[src/rtl/ssg_scan_decoder.sv]
`default_nettype none
// ============================================================================
// ssg_scan_decoder : samples a scanned an/ssg 7-segment bus, decodes digits
//                    and assembles complete 4-digit frames.
// Revision 1.0
// ============================================================================
module ssg_scan_decoder #(
    parameter int SETTLE_CYC = 4,
    parameter bit ACT_LOW    = 1'b1
) (
    input  logic        mclk,
    input  logic        rst_n,
    input  logic [3:0]  an,
    input  logic [7:0]  ssg,
    input  logic        clr,
    output logic [15:0] digits,
    output logic [3:0]  dp,
    output logic [3:0]  blank,
    output logic        frame_valid,
    output logic        err
);

    localparam int               CNT_W      = (SETTLE_CYC < 2) ? 1 : $clog2(SETTLE_CYC + 1);
    localparam logic [CNT_W-1:0] SETTLE_MAX = CNT_W'(SETTLE_CYC);
    localparam logic [11:0]      IDLE_LVL   = ACT_LOW ? 12'hFFF : 12'h000;

    typedef enum logic [1:0] {
        IDLE   = 2'd0,
        SETTLE = 2'd1,
        HOLD   = 2'd2
    } state_t;

    state_t           state, state_nx;
    logic [11:0]      sync1, sync2;
    logic [11:0]      act_cur, act_new;
    logic [3:0]       an_act;
    logic [7:0]       seg_act;
    logic             changed;
    logic [CNT_W-1:0] cnt;
    logic             do_sample, multi;
    logic [1:0]       idx;
    logic [4:0]       dec;
    logic             blank_pat, take, bad, complete;
    logic [3:0]       seen;
    logic [3:0][3:0]  sh_nib;
    logic [3:0]       sh_dp, sh_blank;

    function automatic logic [4:0] decode_seg(input logic [6:0] seg);
        logic [4:0] r;
        r = 5'h00;
        case (seg)
            7'h3F: r = 5'h10;
            7'h06: r = 5'h11;
            7'h5B: r = 5'h12;
            7'h4F: r = 5'h13;
            7'h66: r = 5'h14;
            7'h6D: r = 5'h15;
            7'h7D: r = 5'h16;
            7'h07: r = 5'h17;
            7'h7F: r = 5'h18;
            7'h6F: r = 5'h19;
            7'h77: r = 5'h1A;
            7'h7C: r = 5'h1B;
            7'h39: r = 5'h1C;
            7'h5E: r = 5'h1D;
            7'h79: r = 5'h1E;
            7'h71: r = 5'h1F;
            default: r = 5'h00;
        endcase
        return r;
    endfunction

    always_ff @(posedge mclk or negedge rst_n) begin
        if (!rst_n) begin
            sync1 <= IDLE_LVL;
            sync2 <= IDLE_LVL;
        end else begin
            sync1 <= {an, ssg};
            sync2 <= sync1;
        end
    end

    // Change is detected one stage early so the count clears as sync2 updates.
    assign changed = (sync1 != sync2);
    assign act_cur = ACT_LOW ? ~sync2 : sync2;
    assign act_new = ACT_LOW ? ~sync1 : sync1;
    assign an_act  = act_cur[11:8];
    assign seg_act = act_cur[7:0];

    always_ff @(posedge mclk or negedge rst_n) begin
        if (!rst_n) begin
            cnt <= '0;
        end else if (changed) begin
            cnt <= '0;
        end else if (cnt != SETTLE_MAX) begin
            cnt <= cnt + 1'b1;
        end
    end

    always_ff @(posedge mclk or negedge rst_n) begin
        if (!rst_n) begin
            state <= IDLE;
        end else begin
            state <= state_nx;
        end
    end

    always_comb begin
        state_nx  = state;
        do_sample = 1'b0;
        multi     = 1'b0;
        case (state)
            IDLE: begin
                if (an_act != 4'h0) state_nx = SETTLE;
            end
            SETTLE: begin
                if (an_act == 4'h0) begin
                    state_nx = IDLE;
                end else if ((cnt == SETTLE_MAX) && !changed) begin
                    if ($onehot(an_act)) do_sample = 1'b1;
                    else                 multi     = 1'b1;
                    state_nx = HOLD;
                end
            end
            HOLD: begin
                if (changed) state_nx = (act_new[11:8] == 4'h0) ? IDLE : SETTLE;
            end
            default: state_nx = IDLE;
        endcase
    end

    always_comb begin
        idx = 2'd0;
        for (int i = 0; i < 4; i++) begin
            if (an_act[i]) idx = 2'(i);
        end
    end

    assign dec       = decode_seg(seg_act[6:0]);
    assign blank_pat = (seg_act[6:0] == 7'h00);
    assign take      = do_sample && (dec[4] || blank_pat);
    assign bad       = multi || (do_sample && !take);
    assign complete  = (seen == 4'hF);

    // clr wins over sampling and frame completion; published outputs are kept.
    always_ff @(posedge mclk or negedge rst_n) begin
        if (!rst_n) begin
            digits      <= '0;
            dp          <= '0;
            blank       <= '0;
            frame_valid <= 1'b0;
            err         <= 1'b0;
            seen        <= '0;
            sh_nib      <= '0;
            sh_dp       <= '0;
            sh_blank    <= '0;
        end else begin
            frame_valid <= 1'b0;
            if (clr) begin
                err      <= 1'b0;
                seen     <= '0;
                sh_nib   <= '0;
                sh_dp    <= '0;
                sh_blank <= '0;
            end else begin
                if (bad) err <= 1'b1;
                if (complete) begin
                    digits      <= sh_nib;
                    dp          <= sh_dp;
                    blank       <= sh_blank;
                    frame_valid <= 1'b1;
                end
                seen <= (complete ? 4'h0 : seen) | (take ? an_act : 4'h0);
                if (take) begin
                    sh_nib[idx]   <= blank_pat ? 4'h0 : dec[3:0];
                    sh_dp[idx]    <= seg_act[7];
                    sh_blank[idx] <= blank_pat;
                end
            end
        end
    end

endmodule
`default_nettype wire

[config.mk]
export PLATFORM = sky130hd
export DESIGN_NAME = ssg_scan_decoder
export DESIGN_NICKNAME = d
export VERILOG_FILES = /design/src/rtl/ssg_scan_decoder.sv
export SDC_FILE = /design/constraint.sdc
export NUM_CORES = 1
export LEC_CHECK = 0
export ABC_AREA = 1
export CAP_MARGIN = 20
export CELL_PAD_IN_SITES_DETAIL_PLACEMENT = 0
export CELL_PAD_IN_SITES_GLOBAL_PLACEMENT = 1
export CORE_MARGIN = 2
export CORE_UTILIZATION = 38
export DETAILED_ROUTE_END_ITERATION = 6
export GPL_TIMING_DRIVEN = 0
export PLACE_DENSITY_LB_ADDON = 0.08
export SYNTH_ARGS = -nofsm -noshare
export SYNTH_HDL_FRONTEND = slang
export SYNTH_SLANG_ARGS = --single-unit
[constraint.sdc]
create_clock -name mclk -period 2.4 [get_ports mclk]
set_input_delay 0.24 -clock mclk [delete_from_list [all_inputs] [get_ports mclk]]
set_output_delay 0.24 -clock mclk [all_outputs]
set_load 0.02 [all_outputs]
==> metrics.md <==
| Metric | Value |
|---|---|
| Die footprint | between 10000 and 15000 um2 |
| I/O Pins | 41 |
| Synth warn | 0 |
| Die span in y | 103 um |
| CP cell instances | fa_1 -> inv_1 -> ha_2 -> ha_4 -> nor3b_4 -> nand2_2 -> nor2_8 -> nand2_8 -> nor2_4 -> nand2_1 -> nand2_1 |
| Antenna viol nets, final | 0 |
| Async S/R FF share, synth | 1.00 |
| Final setup vio count | 23 |
| Layout cell share with drive strength beyond 1 | 0.144 |
| Largest net degree at the start of global routing | 67 |
| Vias in the first global route | between 2000 and 3000 |
| Maximum vdd drop | about 270 uV |
| Flops & latches, synth | 83 |
| Final Non-Filler Cells | 632 |
| DRT Wirelength | roughly 7.3 mm |
| Slew @ Worst Pin | around 0.62 ns |
| Synth-to-Final Area Change | 22.6% |
| DP HPWL | around 5.4 mm |
| Critical path class | flop to flop |
| Global route overflow | 0 |
| Critical Path Sink Type | flop |
| Fin worst setup slack | -0.0316 ns |
| Port Buffer Count | 39 |
| Via count | around 2800 |
| Max-slew violations | 0 |
| TritonCTS buffer count | 9 |
| Final routed DRC violation total | 0 |
| Routed vias/inst | ~4.5 |
| Global-route wire length before repair | about 13 mm |
| Reg2Reg Capture Point | sh_nib[13]$_DFFE_PN0P_ |
| Root buf cell | clkbuf_8 |
| Bufs on Longest Clock Path | 2 |
| Post-synth top area cell | dfrtp_1 |
| Cell Rows | 36 |
| Ranking of synthesized cells by area | dfrtp_1, nand2_1, dfstp_2 |
| Placer Congestion | approximately 0.85 |
| Diode count | 0 |
| Tcrit/Tclk final | 1.01 |
| Area fraction of the dominant cell type after synthesis | 0.393 |
| Max Freq | roughly 0.4 GHz |
| Commonest non-fill, non-tap cell in the layout | nand2_1 |
| Distinct cells, synth | 29 |
| # clock sinks | a little over 80 |
| Status | complete, but fails checks |
| Placed instance count | ~600 |
| Util after Layout | 0.476 |
| CP max stage delay | roughly 0.56 ns |
| Worst path required time | between 2 and 3 ns |
| TritonRoute pass-1 iters | 5 |
| Final nets | a little over 500 |
| HP Class | input port to async pin |
| Most frequent cells in the layout | nand2_1, dfrtp_1, nor2_1 |
| Width of the die | roughly 100 um |
| Initial antenna violation count | 0 |
| DRT iter0 DRCs | between 50 and 60 |
| Fillers | 960 |
| Pwr per Cell Area | about 570 nW/um2 |
| Mapped cell area | approximately 3800 um2 |
| Post-route minimum period | between 2 and 2.5 ns |
| Multi-input logic area | ~1500 um2 |
| Initial core utilization | 0.388 |
| Reg-to-Reg Start | sync2[9]$_DFF_PN1_ |
| Register area share after synthesis | 0.560 |
| WL per Instance | 11.6 um |
| CP Launch Type | flop |
| Mapped Nets | between 400 and 500 |
| Unrepaired setup endpoints after global routing | yes |
| Post-synth EDFFs | 0 |
| R2R setup slack | -0.03 ns |
| Worst EP arrival | ~2.7 ns |
| Critical path's slowest cell | dfstp_2 |
| Worst path most repeated cell | nand2_1 |
| CTS tree | built |
| Syn_area_per_cell | 8.58 um2 |
| Leakage Power | 2.31 nW |
| Failing checks | setup timing |
| H-Tree Depth | 3 |
| WHS | approximately 0.29 ns |
| Max_cap viols | 0 |
| Total track usage | 0.155 |
| R2R depth | 11 |
| Max FO, Critical Path | 7 |
| Worst slew margin | 0.582 |
| Std-Cell Core Area | approximately 9700 um2 |
| Register area | ~2100 um2 |
| Worst-path clk slew | ~0.10 ns |
| Worst-skew pair later-pin latency | roughly 0.35 ns |
| Most used DFF post-synth | dfrtp_1 |
| Synth Instances | between 400 and 500 |
| Final Skew | 0.0140 ns |
| Fin. Hold Viols | 0 |
## metal layers
layer | vias up | GRT usage | share of wire
li1 | 1480 | - | -
met1 | 1297 | 0.206 | 0.47
met2 | 36 | 0.253 | 0.48
met3 | 13 | 0.0242 | 0.028
met4 | 0 | 0.0617 | 0.020
met5 | - | 0 | 0
## state kept, by name, indices dropped and copies added, names as in the netlist
signal,cells
digits,16
sh_nib,16
sync1,12
sync2,12
blank,4
dp,4
seen,4
sh_blank,4
sh_dp,4
cnt,3
state,2
err,1
frame_valid,1
## repair_timing
item | CTS | global route
endpoints found under the setup margin | 26 | 26
setup buffers | 3 | 1
resized for setup | 4 | 5
pin swaps | 24 | 8
hold buffers | 1 | 0
hold endpoints to repair | 17 | 0
## where the power goes
group | leakage, nW | switching [W] | internal [W]
registers | 1.07 | 0.0000270 | 0.00144
logic | 1.15 | 0.000135 | 0.0000889
clock network | 0.0835 | 0.000529 | 0.000387
## critical path: cells and delay by family (launching register included)
family	cells	cell delay [ns]
AND/OR/NAND/NOR	7	0.94
adder cells (fa/ha/maj)	3	0.81
flip-flops	1	0.56
buffers and inverters	1	0.07
## through the flow
stage | TNS [ns] | total power, W | instance area [um2] | setup WS, ns
after global placement | -134.05 | 0.00169 | 4320 | -1.87
after floorplan | 0 | 0.00162 | 3760 | 0.0444
final | -0.306 | 0.00261 | 4610 | -0.0316
after global routing | -3.47 | 0.00274 | 4610 | -0.167
after CTS | -1.37 | 0.00266 | 4580 | -0.0921
after detailed placement | -3.55 | 0.00170 | 4350 | -0.184
## cells in the mapped netlist (all sizes together) (2+ instances only)
| cell type | n |
|---|---|
| a21oi | 8 |
| clkbuf | 7 |
| dfrtp | 59 |
| dfstp | 24 |
| ha | 5 |
| inv | 38 |
| nand2 | 183 |
| nand3 | 39 |
| nand4 | 5 |
| nor2 | 51 |
| nor3 | 2 |
| o21ai | 3 |
| xnor2 | 5 |
## worst max path at each step
stage               depth (start not counted)           startpoint                     end
floorplan                                  11  sync2[11]$_DFF_PN1_  sh_nib[13]$_DFFE_PN0P_
CTS                                        11   sync2[9]$_DFF_PN1_  sh_nib[13]$_DFFE_PN0P_
finish                                     11   sync2[9]$_DFF_PN1_  sh_nib[13]$_DFFE_PN0P_
global placement                            1                rst_n    state[1]$_DFFE_PN0P_
global route                               11   sync2[9]$_DFF_PN1_   sh_nib[9]$_DFFE_PN0P_
detailed placement                         11  sync2[11]$_DFF_PN1_  sh_nib[13]$_DFFE_PN0P_
## kinds of logic after synthesis
group,Yosys count,share of synthesized area
xor gates and xnor gates,6,0.0140
adders and majority gates,6,0.0220
buffers and inverters,47,0.0473
AOI/OAI and AO/OA,15,0.0236
and+or+nand+nor,281,0.333
DFF,83,0.560
## final cells by class
class / count / share of cell area
Timing Repair Buffer: 45 / 0.0988
Sequential cell: 83 / 0.457
Inverter: 39 / 0.0318
Clock inverter: 6 / 0.0109
Clock buffer: 10 / 0.0277
Multi-Input combinational cell: 308 / 0.331
Tap cell: 133 / 0.0361
Buffer: 8 / 0.00679
Power figures use the tool's default switching activity.
